--- src/rtl/rfid_pkg.sv ---
`default_nettype none
// ============================================================================
// Module  : rfid_pkg
// Purpose : Shared types and constants for the RFID reply deframer:
//           FSM state encoding, Gen2 CRC-16 constants, default preamble and
//           the single-bit CRC step used by the serial CRC engine.
// Revision: 1.0 - initial release
// ============================================================================
package rfid_pkg;

    typedef enum logic [2:0] {
        ST_IDLE = 3'd0,
        ST_HUNT = 3'd1,
        ST_DATA = 3'd2,
        ST_CRC  = 3'd3,
        ST_DONE = 3'd4
    } state_t;

    localparam logic [15:0] CRC16_POLY       = 16'h1021;
    localparam logic [15:0] CRC16_PRESET     = 16'hFFFF;
    localparam logic [15:0] CRC16_RESIDUE    = 16'h1D0F;
    localparam logic [11:0] PREAMBLE_DEFAULT = 12'b110100100011;

    // One MSB-first shift of the CRC-16/CCITT register.
    function automatic logic [15:0] crc16_comb(input logic [15:0] crc,
                                               input logic        bit_in);
        logic fb;
        fb = crc[15] ^ bit_in;
        return {crc[14:0], 1'b0} ^ (fb ? CRC16_POLY : 16'h0000);
    endfunction

endpackage
`default_nettype wire

--- src/rtl/rfid_frame_deframer_if.sv ---
`default_nettype none
// ============================================================================
// Module  : rfid_frame_deframer_if
// Purpose : Bit-stream input and frame-output handshake bundle.
// Ports   : in_valid/in_bit          - decoded bit strobe and value
//           out_valid/out_ready      - frame handshake
//           out_data/out_crc/out_crc_ok - frame payload and CRC verdict
//           master modport = deframer side, slave modport = environment.
// Revision: 1.0 - initial release
// ============================================================================
interface rfid_frame_deframer_if #(
    parameter int DATA_BITS = 16
);
    logic                 in_valid;
    logic                 in_bit;
    logic                 out_valid;
    logic                 out_ready;
    logic [DATA_BITS-1:0] out_data;
    logic [15:0]          out_crc;
    logic                 out_crc_ok;

    modport master (
        input  in_valid, in_bit, out_ready,
        output out_valid, out_data, out_crc, out_crc_ok
    );

    modport slave (
        output in_valid, in_bit, out_ready,
        input  out_valid, out_data, out_crc, out_crc_ok
    );
endinterface
`default_nettype wire

--- src/rtl/crc16_serial.sv ---
`default_nettype none
// ============================================================================
// Module  : crc16_serial
// Purpose : Serial MSB-first CRC-16/CCITT register (poly 0x1021).
// Ports   : sys_clk, rst - clock and synchronous active-high reset
//           init         - load the 0xFFFF preset (wins over en)
//           en, bit_in   - shift one bit into the CRC
//           crc          - current register value
// Revision: 1.0 - initial release
// ============================================================================
module crc16_serial
    import rfid_pkg::*;
(
    input  logic        sys_clk,
    input  logic        rst,
    input  logic        init,
    input  logic        en,
    input  logic        bit_in,
    output logic [15:0] crc
);

    logic [15:0] r_crc;

    always_ff @(posedge sys_clk) begin
        if (rst) begin
            r_crc <= 16'h0000;
        end else if (init) begin
            r_crc <= CRC16_PRESET;
        end else if (en) begin
            r_crc <= crc16_comb(r_crc, bit_in);
        end
    end

    assign crc = r_crc;

endmodule
`default_nettype wire

--- src/rtl/rfid_frame_deframer.sv ---
`default_nettype none
// ============================================================================
// Module  : rfid_frame_deframer
// Purpose : Hunts for the reply preamble in a decoded bit stream, captures
//           DATA_BITS data bits plus a 16-bit CRC, verifies the Gen2 CRC-16
//           and presents the frame under a valid/ready handshake.
// Ports   : sys_clk, rst  - clock, synchronous active-high reset
//           enable        - arms the deframer; low returns to IDLE
//           bus (master)  - bit input and frame output handshake
//           busy          - frame reception in progress (DATA/CRC)
//           err_timeout   - pulse: frame aborted on inter-bit timeout
//           err_overrun   - pulse: bit dropped while a frame is pending
// Revision: 1.0 - initial release
// ============================================================================
module rfid_frame_deframer
    import rfid_pkg::*;
#(
    parameter int          DATA_BITS = 16,
    parameter logic [11:0] PREAMBLE  = PREAMBLE_DEFAULT,
    parameter int          TIMEOUT   = 4096
)(
    input  logic                 sys_clk,
    input  logic                 rst,
    input  logic                 enable,
    rfid_frame_deframer_if.master bus,
    output logic                 busy,
    output logic                 err_timeout,
    output logic                 err_overrun
);

    localparam int c_IDLE_W = $clog2(TIMEOUT + 1);

    state_t               r_state;
    logic [11:0]          r_shreg;
    logic [3:0]           r_fill;
    logic [7:0]           r_cnt;
    logic [c_IDLE_W-1:0]  r_idle;
    logic [DATA_BITS-1:0] r_data;
    logic [15:0]          r_crc_rx;
    logic                 r_out_valid;
    logic                 r_crc_ok;
    logic                 r_busy;
    logic                 r_err_timeout;
    logic                 r_err_overrun;

    logic [11:0] w_shreg_next;
    logic [3:0]  w_fill_next;
    logic        w_match;
    logic        w_in_frame;
    logic        w_crc_init;
    logic        w_crc_en;
    logic        w_timeout_hit;
    logic [15:0] w_crc;
    logic [15:0] w_crc_next;

    always_comb begin
        w_shreg_next  = {r_shreg[10:0], bus.in_bit};
        w_fill_next   = (r_fill == 4'd12) ? 4'd12 : r_fill + 4'd1;
        w_match       = enable && (r_state == ST_HUNT) && bus.in_valid &&
                        (w_fill_next == 4'd12) && (w_shreg_next == PREAMBLE);
        w_in_frame    = (r_state == ST_DATA) || (r_state == ST_CRC);
        w_crc_init    = !enable || (r_state == ST_IDLE) || w_match;
        w_crc_en      = enable && w_in_frame && bus.in_valid;
        // CRC value including the bit on the bus, used for the final verdict.
        w_crc_next    = crc16_comb(w_crc, bus.in_bit);
        w_timeout_hit = w_in_frame && !bus.in_valid &&
                        (r_idle == c_IDLE_W'(TIMEOUT - 1));
    end

    crc16_serial u_crc (
        .sys_clk (sys_clk),
        .rst     (rst),
        .init    (w_crc_init),
        .en      (w_crc_en),
        .bit_in  (bus.in_bit),
        .crc     (w_crc)
    );

    always_ff @(posedge sys_clk) begin
        r_err_timeout <= 1'b0;
        r_err_overrun <= 1'b0;
        if (rst || !enable) begin
            // Reset and disable both discard everything, pending frame included.
            r_state     <= ST_IDLE;
            r_shreg     <= '0;
            r_fill      <= '0;
            r_cnt       <= '0;
            r_idle      <= '0;
            r_data      <= '0;
            r_crc_rx    <= '0;
            r_out_valid <= 1'b0;
            r_crc_ok    <= 1'b0;
            r_busy      <= 1'b0;
        end else begin
            case (r_state)
                ST_IDLE: r_state <= ST_HUNT;

                ST_HUNT: begin
                    if (bus.in_valid) begin
                        r_shreg <= w_shreg_next;
                        r_fill  <= w_fill_next;
                    end
                    if (w_match) begin
                        r_state <= ST_DATA;
                        r_busy  <= 1'b1;
                        r_cnt   <= '0;
                        r_idle  <= '0;
                    end
                end

                ST_DATA, ST_CRC: begin
                    if (bus.in_valid) begin
                        r_idle <= '0;
                        if (r_state == ST_DATA) begin
                            r_data <= (r_data << 1) | DATA_BITS'(bus.in_bit);
                            if (r_cnt == 8'(DATA_BITS - 1)) begin
                                r_cnt   <= '0;
                                r_state <= ST_CRC;
                            end else begin
                                r_cnt <= r_cnt + 8'd1;
                            end
                        end else begin
                            r_crc_rx <= {r_crc_rx[14:0], bus.in_bit};
                            if (r_cnt == 8'd15) begin
                                r_state     <= ST_DONE;
                                r_out_valid <= 1'b1;
                                r_busy      <= 1'b0;
                                r_crc_ok    <= (w_crc_next == CRC16_RESIDUE);
                            end else begin
                                r_cnt <= r_cnt + 8'd1;
                            end
                        end
                    end else if (w_timeout_hit) begin
                        r_err_timeout <= 1'b1;
                        r_state       <= ST_HUNT;
                        r_busy        <= 1'b0;
                        r_shreg       <= '0;
                        r_fill        <= '0;
                        r_idle        <= '0;
                    end else begin
                        r_idle <= r_idle + 1'b1;
                    end
                end

                ST_DONE: begin
                    if (bus.in_valid) begin
                        r_err_overrun <= 1'b1;
                    end
                    if (r_out_valid && bus.out_ready) begin
                        r_out_valid <= 1'b0;
                        r_state     <= ST_HUNT;
                        r_shreg     <= '0;
                        r_fill      <= '0;
                    end
                end

                default: r_state <= ST_IDLE;
            endcase
        end
    end

    assign bus.out_valid  = r_out_valid;
    assign bus.out_data   = r_data;
    assign bus.out_crc    = r_crc_rx;
    assign bus.out_crc_ok = r_crc_ok;
    assign busy           = r_busy;
    assign err_timeout    = r_err_timeout;
    assign err_overrun    = r_err_overrun;

endmodule
`default_nettype wire

--- src/flat_wrapper.sv ---
// flat-port wrapper written by rule: the top's interface ports become plain ports
module rfid_frame_deframer_flat import rfid_pkg::*;
#(
    parameter int          DATA_BITS = 16,
    parameter logic [11:0] PREAMBLE  = PREAMBLE_DEFAULT,
    parameter int          TIMEOUT   = 4096
)
  (sys_clk, rst, enable, busy, err_timeout, err_overrun, bus_in_valid, bus_in_bit, bus_out_ready, bus_out_valid, bus_out_data, bus_out_crc, bus_out_crc_ok);
  rfid_frame_deframer_if #(.DATA_BITS(DATA_BITS)) bus_i ();
  input  logic sys_clk;
  input  logic rst;
  input  logic enable;
  output logic busy;
  output logic err_timeout;
  output logic err_overrun;
  input wire logic [$bits(bus_i.in_valid)-1:0] bus_in_valid;
  input wire logic [$bits(bus_i.in_bit)-1:0] bus_in_bit;
  input wire logic [$bits(bus_i.out_ready)-1:0] bus_out_ready;
  output wire logic [$bits(bus_i.out_valid)-1:0] bus_out_valid;
  output wire logic [$bits(bus_i.out_data)-1:0] bus_out_data;
  output wire logic [$bits(bus_i.out_crc)-1:0] bus_out_crc;
  output wire logic [$bits(bus_i.out_crc_ok)-1:0] bus_out_crc_ok;
  assign bus_i.in_valid = bus_in_valid;
  assign bus_i.in_bit = bus_in_bit;
  assign bus_i.out_ready = bus_out_ready;
  assign bus_out_valid = bus_i.out_valid;
  assign bus_out_data = bus_i.out_data;
  assign bus_out_crc = bus_i.out_crc;
  assign bus_out_crc_ok = bus_i.out_crc_ok;
  rfid_frame_deframer #(.DATA_BITS(DATA_BITS), .PREAMBLE(PREAMBLE), .TIMEOUT(TIMEOUT)) u_core (.sys_clk(sys_clk), .rst(rst), .enable(enable), .bus(bus_i), .busy(busy), .err_timeout(err_timeout), .err_overrun(err_overrun));
endmodule
--- config.mk ---
export PLATFORM = sky130hd
export DESIGN_NAME = rfid_frame_deframer_flat
export DESIGN_NICKNAME = d
export VERILOG_FILES = /design/src/rtl/rfid_pkg.sv /design/src/rtl/rfid_frame_deframer_if.sv /design/src/rtl/crc16_serial.sv /design/src/rtl/rfid_frame_deframer.sv /design/src/flat_wrapper.sv
export SDC_FILE = /design/constraint.sdc
export NUM_CORES = 1
export LEC_CHECK = 0
export BUFFER_PORTS_ARGS = -buffer_cell sky130_fd_sc_hd__buf_2
export CAP_MARGIN = 10
export CORE_ASPECT_RATIO = 1.1
export CORE_UTILIZATION = 60
export CTS_BUF_LIST = sky130_fd_sc_hd__clkbuf_4
export DETAILED_ROUTE_END_ITERATION = 8
export PLACE_DENSITY = 0.81
export SLEW_MARGIN = 30
export SYNTH_ARGS = -nofsm -noshare
export SYNTH_HDL_FRONTEND = slang
export SYNTH_SLANG_ARGS = --single-unit
--- constraint.sdc ---
create_clock -name sys_clk -period 5.1 [get_ports sys_clk]
set_input_delay 0.51 -clock sys_clk [delete_from_list [all_inputs] [get_ports sys_clk]]
set_output_delay 0.51 -clock sys_clk [all_outputs]
set_load 0.05 [all_outputs]
# Word-level counts from Yosys, hierarchy flattened
# Index checks and enable logic that the tools add are counted.
dict set report totals {
  register_bits 92
  wordCells 121
}
dict set report classes {
  n_addsub 3
  eq_ne 22
  n_mux 45
  bitwise_logic 6
  n_reduce_logical 32
}
# op count
set op_table {}
lappend op_table {{two-way mux 13 bit} 4}
lappend op_table {{two-way mux 11 bit} 4}
lappend op_table {{two-way mux 8 bit} 5}
lappend op_table {{case mux 11 bit (3 select lines)} 1}
lappend op_table {{two-way mux 16 bit} 2}
lappend op_table {{case mux 13 bit (2 select lines)} 1}
lappend op_table {{two-way mux 3 bit} 7}
lappend op_table {{two-way mux 4 bit} 5}
lappend op_table {{equality test 16 x 13 -> 1 bit, second input constant} 1}
lappend op_table {{bitwise OR 16 x 1 -> 16 bit} 1}
lappend op_table {{case mux 8 bit (2 select lines)} 1}
lappend op_table {{bitwise XOR 16 bit} 1}
lappend op_table {{AND reduction 5 bit} 3}
lappend op_table {{adder 13 x 1 -> 13 bit, second input constant} 1}
lappend op_table {{equality test 13 x 12 -> 1 bit, second input constant} 1}
lappend op_table {{equality test 12 bit, second input constant} 1}
lappend op_table {{case mux 3 bit (4 select lines)} 1}
lappend op_table {{case mux 4 bit (3 select lines)} 1}
lappend op_table {{AND reduction 4 bit} 3}
lappend op_table {{two-way mux 1 bit} 11}
lappend op_table {{logical AND 1 bit} 9}
lappend op_table {{inequality test 3 x 2 -> 1 bit, second input constant} 3}
lappend op_table {{adder 8 x 1 -> 8 bit, second input constant} 1}
lappend op_table {{equality test 4 bit, second input constant} 2}
lappend op_table {{20 further kinds} 38}

# Depth between registers and ports, before layout
dict set report depth {
  word_depth 7
  ltp_mapped 8
  depth_no_buf 7
}

# Hierarchy
# From an unflattened synthesis, not the netlist that was laid out.
dict set report unflattened {
  hier_cells 499
  hier_area_um2 4182.8
}
# module n_inst cells_each area_each_um2 seq_area_each_um2
set modules_own_cells {}
lappend modules_own_cells {rfid_frame_deframer 1 435 3542.1 1521.5}
lappend modules_own_cells {crc16_serial 1 64 640.6 320.3}

# Least setup slack after synthesis
# No wires, ideal clock.
dict set report synth_path {
  path_kind {register -> register}
  start {register u_core.r_fill[0]}
  end {register u_core.u_crc.r_crc[10], in the netlist u_core.u_crc.crc[10]}
  setup_time_ns 0.074
  arrival_time_ns 1.913
  t_required_ns 5.026
  path_slack_ns 3.113
  path_stages_with_launch 9
  n_path_buf 1
  period_less_slack_ns 1.987
  cell_sequence {dfxtp_1 -> inv_1 -> ha_1 -> and3b_1 -> nand4_1 -> a2111oi_0 -> nor2_1 -> buf_2 -> a31oi_1}
}
dict set report synth_via {
  elab_chain_len 7
}
# item line_no
set synth_lines {}
lappend synth_lines {{start: declaration} rfid_frame_deframer.sv:35} ;# logic [3:0] r_fill;
lappend synth_lines {{start signal: assignment} rfid_frame_deframer.sv:101} ;# r_fill <= w_fill_next;
lappend synth_lines {{adder 4 x 1 -> 4 bit or equality test 4 bit (tied branches)} rfid_frame_deframer.sv:58} ;# w_fill_next = (r_fill == 4'd12) ? 4'd12 : r_fill + 4'd1;
lappend synth_lines {{two-way mux 4 bit *} rfid_frame_deframer.sv:58}
lappend synth_lines {{equality test 4 bit *} rfid_frame_deframer.sv:60} ;# (w_fill_next == 4'd12) && (w_shreg_next == PREAMBLE);
lappend synth_lines {{logical AND 1 bit *} rfid_frame_deframer.sv:59} ;# w_match = enable && (r_state == ST_HUNT) && bus.in_valid &&
lappend synth_lines {{logical AND 1 bit *} rfid_frame_deframer.sv:60}
lappend synth_lines {{logical OR 1 bit *} rfid_frame_deframer.sv:62} ;# w_crc_init = !enable || (r_state == ST_IDLE) || w_match;
lappend synth_lines {{two-way mux 16 bit or nonzero test 2 bit (tied branches)} n/a}
lappend synth_lines {{end signal: assignment} crc16_serial.sv:30} ;# r_crc <= crc16_comb(r_crc, bit_in);
lappend synth_lines {{end: declaration} crc16_serial.sv:22} ;# logic [15:0] r_crc;
# Mark *: on every way between the ends. The rest lies on a longest branch, timed or not.
# A chain may end at the register's enable or synchronous reset.

# Worst setup path in the final report
dict set report layout_path {
  start {register u_core.r_state[1]}
  end {register u_core.r_state[1]}
}
dict set report layout_via {
  elab_chain_len 7
}
# item line_no
set layout_lines {}
lappend layout_lines {{start: declaration} rfid_frame_deframer.sv:33} ;# state_t r_state;
lappend layout_lines {{start signal: assignment} rfid_frame_deframer.sv:84} ;# r_state <= ST_IDLE;
lappend layout_lines {{start signal: assignment} rfid_frame_deframer.sv:96} ;# ST_IDLE: r_state <= ST_HUNT;
lappend layout_lines {{start signal: assignment} rfid_frame_deframer.sv:104} ;# r_state <= ST_DATA;
lappend layout_lines {{equality test 3 x 1 -> 1 bit} {rfid_frame_deframer.sv:59, rfid_frame_deframer.sv:95}}
lappend layout_lines {{logical AND 1 bit (3 in a row)} rfid_frame_deframer.sv:59}
lappend layout_lines {{logical AND 1 bit} rfid_frame_deframer.sv:60}
lappend layout_lines {{inequality test 2 x 1 -> 1 bit (no line)} n/a}
lappend layout_lines {{AND reduction 4 bit (no line)} n/a}
# Several ways; a longest one is shown, not always the timed one.

==> impl_metrics.env <==
export IMPL_outcome="complete, no violations"
export IMPL_power_mw=1.21
export IMPL_portBuffers=42
export IMPL_power_leakage_nw=1.51
export IMPL_synth_commonest_cells="nand2_1, dfxtp_1, a21oi_1"
export IMPL_hpwl_um=5530
export IMPL_grt_pass1_wl_um=13900
export IMPL_dp_cells=589
export IMPL_hold_path_cell_count=2
export IMPL_startpoint_type="flop"
export IMPL_synth_most_common_cell="nand2_1"
export IMPL_synth_warnings=0
export IMPL_cp_slowest_stage_delay_ns=0.62
export IMPL_dieArea_um2=6990
export IMPL_crit_chain="nor2b_1, nand2_1, nor2_2, or3_1, and4_1"
export IMPL_post_cts_resized=0
export IMPL_synth_seq_area_share=0.461
export IMPL_routed_wl_um=8270
export IMPL_drv_slew=0
export IMPL_setup_viol=0
export IMPL_tns_ns=0
export IMPL_io_pins=43
export IMPL_powerDensity_nw_per_um2=279
export IMPL_clockBufferDepth=2
export IMPL_drt_pass1_iter_count=5
export IMPL_cts_buffers=9
export IMPL_fin_util=0.687
export IMPL_synth_largest_area_cell="dfxtp_1"
export IMPL_finalHoldViolations=0
export IMPL_ff2ff_path_depth=5
export IMPL_nets=530
export IMPL_start_util=0.634
export IMPL_synthCells=498
export IMPL_maxCapViolCount=0
export IMPL_use_met2=0.417
export IMPL_hp_class="in -> reg"
export IMPL_viasPerCell=5.86
export IMPL_path_class="reg -> reg"
export IMPL_cp_end_kind="flop"
export IMPL_core_um2=6310
export IMPL_drive_gt1_frac=0.150
export IMPL_path_max_fanout=17
export IMPL_final_cells=605
export IMPL_yosysUniqueCellTypes=58
export IMPL_vias=3544
export IMPL_grt_pass1_vias=3086
export IMPL_vdd_drop_max_mv=0.158
export IMPL_cp_slowest_cell="nor2_2"
export IMPL_crit_arrival_ns=2.89
export IMPL_worstSkewPairLatency_ns=0.43
export IMPL_yosysTopAreaCellShare=0.461
export IMPL_drtIter0Drc=236
export IMPL_busiest_layer="met2"
export IMPL_drc=0
export IMPL_grt_max_degree=63
export IMPL_tightest_slew_ns=0.921
export IMPL_post_route_period_util=0.492
export IMPL_antenna_found_initial=0
export IMPL_grt_util_met3=0.0385
export IMPL_ctsHtreeMaxLevel=3
export IMPL_wl_per_cell_um=13.7
export IMPL_fillers=534
export IMPL_cts_root_buf="clkbuf_4"
export IMPL_gr_usage_met1=0.320
export IMPL_fin_skew_ns=0.0153
export IMPL_async_flop_share=0
export IMPL_syn_num_nets=508
export IMPL_layout_min_cycle_time_ns=2.51
export IMPL_cts_setup_buffers=0
export IMPL_cts_tree="built"
export IMPL_clock_sinks=92
export IMPL_rows=30
export IMPL_syn_area_per_cell_um2=8.02
export IMPL_synth_edff_count=0
export IMPL_place_gp_congestion=0.826
export IMPL_grt_overflow=0
export IMPL_fp_dieH_um=87.6
export IMPL_grt_use_total=0.247
export IMPL_diodes=0
export IMPL_hold_buffers=0
export IMPL_ys_seq_elements=92
export IMPL_grt_setup_unrepaired="no"
export IMPL_slew_headroom=0.384
export IMPL_stdcell_area_um2=4330
export IMPL_ys_flop_type="dfxtp_1"
export IMPL_die_w_um=79.8
export IMPL_path_clk_slew_ns=0.14
export IMPL_drt_antenna_violating_nets=0
export IMPL_placed_area_um2=4180
export IMPL_yosys_top_cells_area="dfxtp_1, nand2_1, a21oi_1"
export IMPL_area_growth_pct=8.33
export IMPL_critPathRequiredTime_ns=5.48
export IMPL_fmax_ghz=0.398
export IMPL_syn_area_um2=4000
-- cells by family after synthesis --
kind of cell	share of synthesized area
fa+ha+maj	0.0125
buf+inv	0.0401
flops	0.461
xor+xnor	0.00658
compound gates	0.207
simple gates	0.273
-- metal layers --
layer / vias to the layer above / routed length [µm]
li1: 1803 / -
met1: 1648 / 3890
met2: 82 / 3940
met3: 11 / 336
met4: 0 / 106
met5: - / 0
-- sequential cells by signal (all words and copies together) (netlist names) --
name,count
u_core.r_fill,4
u_core.busy,1
u_core.bus.out_valid,1
u_core.bus.out_data,16
u_core.r_state,3
u_core.bus.out_crc_ok,1
u_core.r_idle,13
u_core.r_shreg,11
u_core.u_crc.crc,16
u_core.err_timeout,1
u_core.bus.out_crc,16
u_core.err_overrun,1
u_core.r_cnt,8
-- metrics by stage --
stage	worst slack, ns	hold WS, ns
after floorplan	3.11	0.407
after global placement	2.49	0.416
after detailed placement	2.34	0.433
after CTS	2.31	0.309
after global routing	2.38	0.336
final	2.59	0.320
-- layout by cell type (no fill, tap or decap), types with 3 or more instances in the layout --
cell type  synthesis  final
o21ai_0           15     15
o211ai_1           3      3
a31oi_1           22     22
inv_1              3      3
a31o_2             3      3
a311oi_1           7      7
nor3_1             6      6
nand4_1            3      3
a41oi_1            4      4
nor2b_1            5      4
clkbuf_4           0     10
ha_1               4      4
and3_1             7      7
dfxtp_1           92     92
nor2_2             2      4
buf_2              9     42
nand2b_1           5      4
or3_1              3      3
nor2_1            14     12
a21oi_1           60     60
nand2_1          134    134
nand3_1           25     25
a211oi_1           5      5
-- path summary, 6_finish.rpt --
check / startpoint / to / slack, ns
setup reg to reg: u_core.r_state[1] / u_core.r_state[1] / 2.59
setup / recovery: u_core.r_state[1] / u_core.r_state[1] / 2.59
hold / removal: bus_out_ready / u_core.bus.out_valid / 0.32
hold reg to reg: u_core.r_idle[12] / u_core.r_idle[12] / 0.46
-- area by class of cell --
cell class	instances	area, µm²	area share
repair buffers	44	225	0.0520
clock inverters	6	71.3	0.0165
multi-input cells	370	2000	0.463
flip-flops and latches	92	1840	0.425
well taps	80	100	0.0231
clock buffers	10	75.1	0.0173
inverters	3	11.3	0.00260
-- critical path, delay by kind of cell, from the launching register on --
kind | cells | cell delay, ns
AND/OR/NAND/NOR | 5 | 1.91
flip-flops | 1 | 0.54
-- power by group --
group          leakage (nW)  total, mW  internal, mW  switching, mW
sequential            0.747      0.740         0.729         0.0102
clock                0.0736      0.408         0.159          0.249
combinational         0.689     0.0614        0.0192         0.0422
No activity file was read; power rests on OpenSTA's default activity.
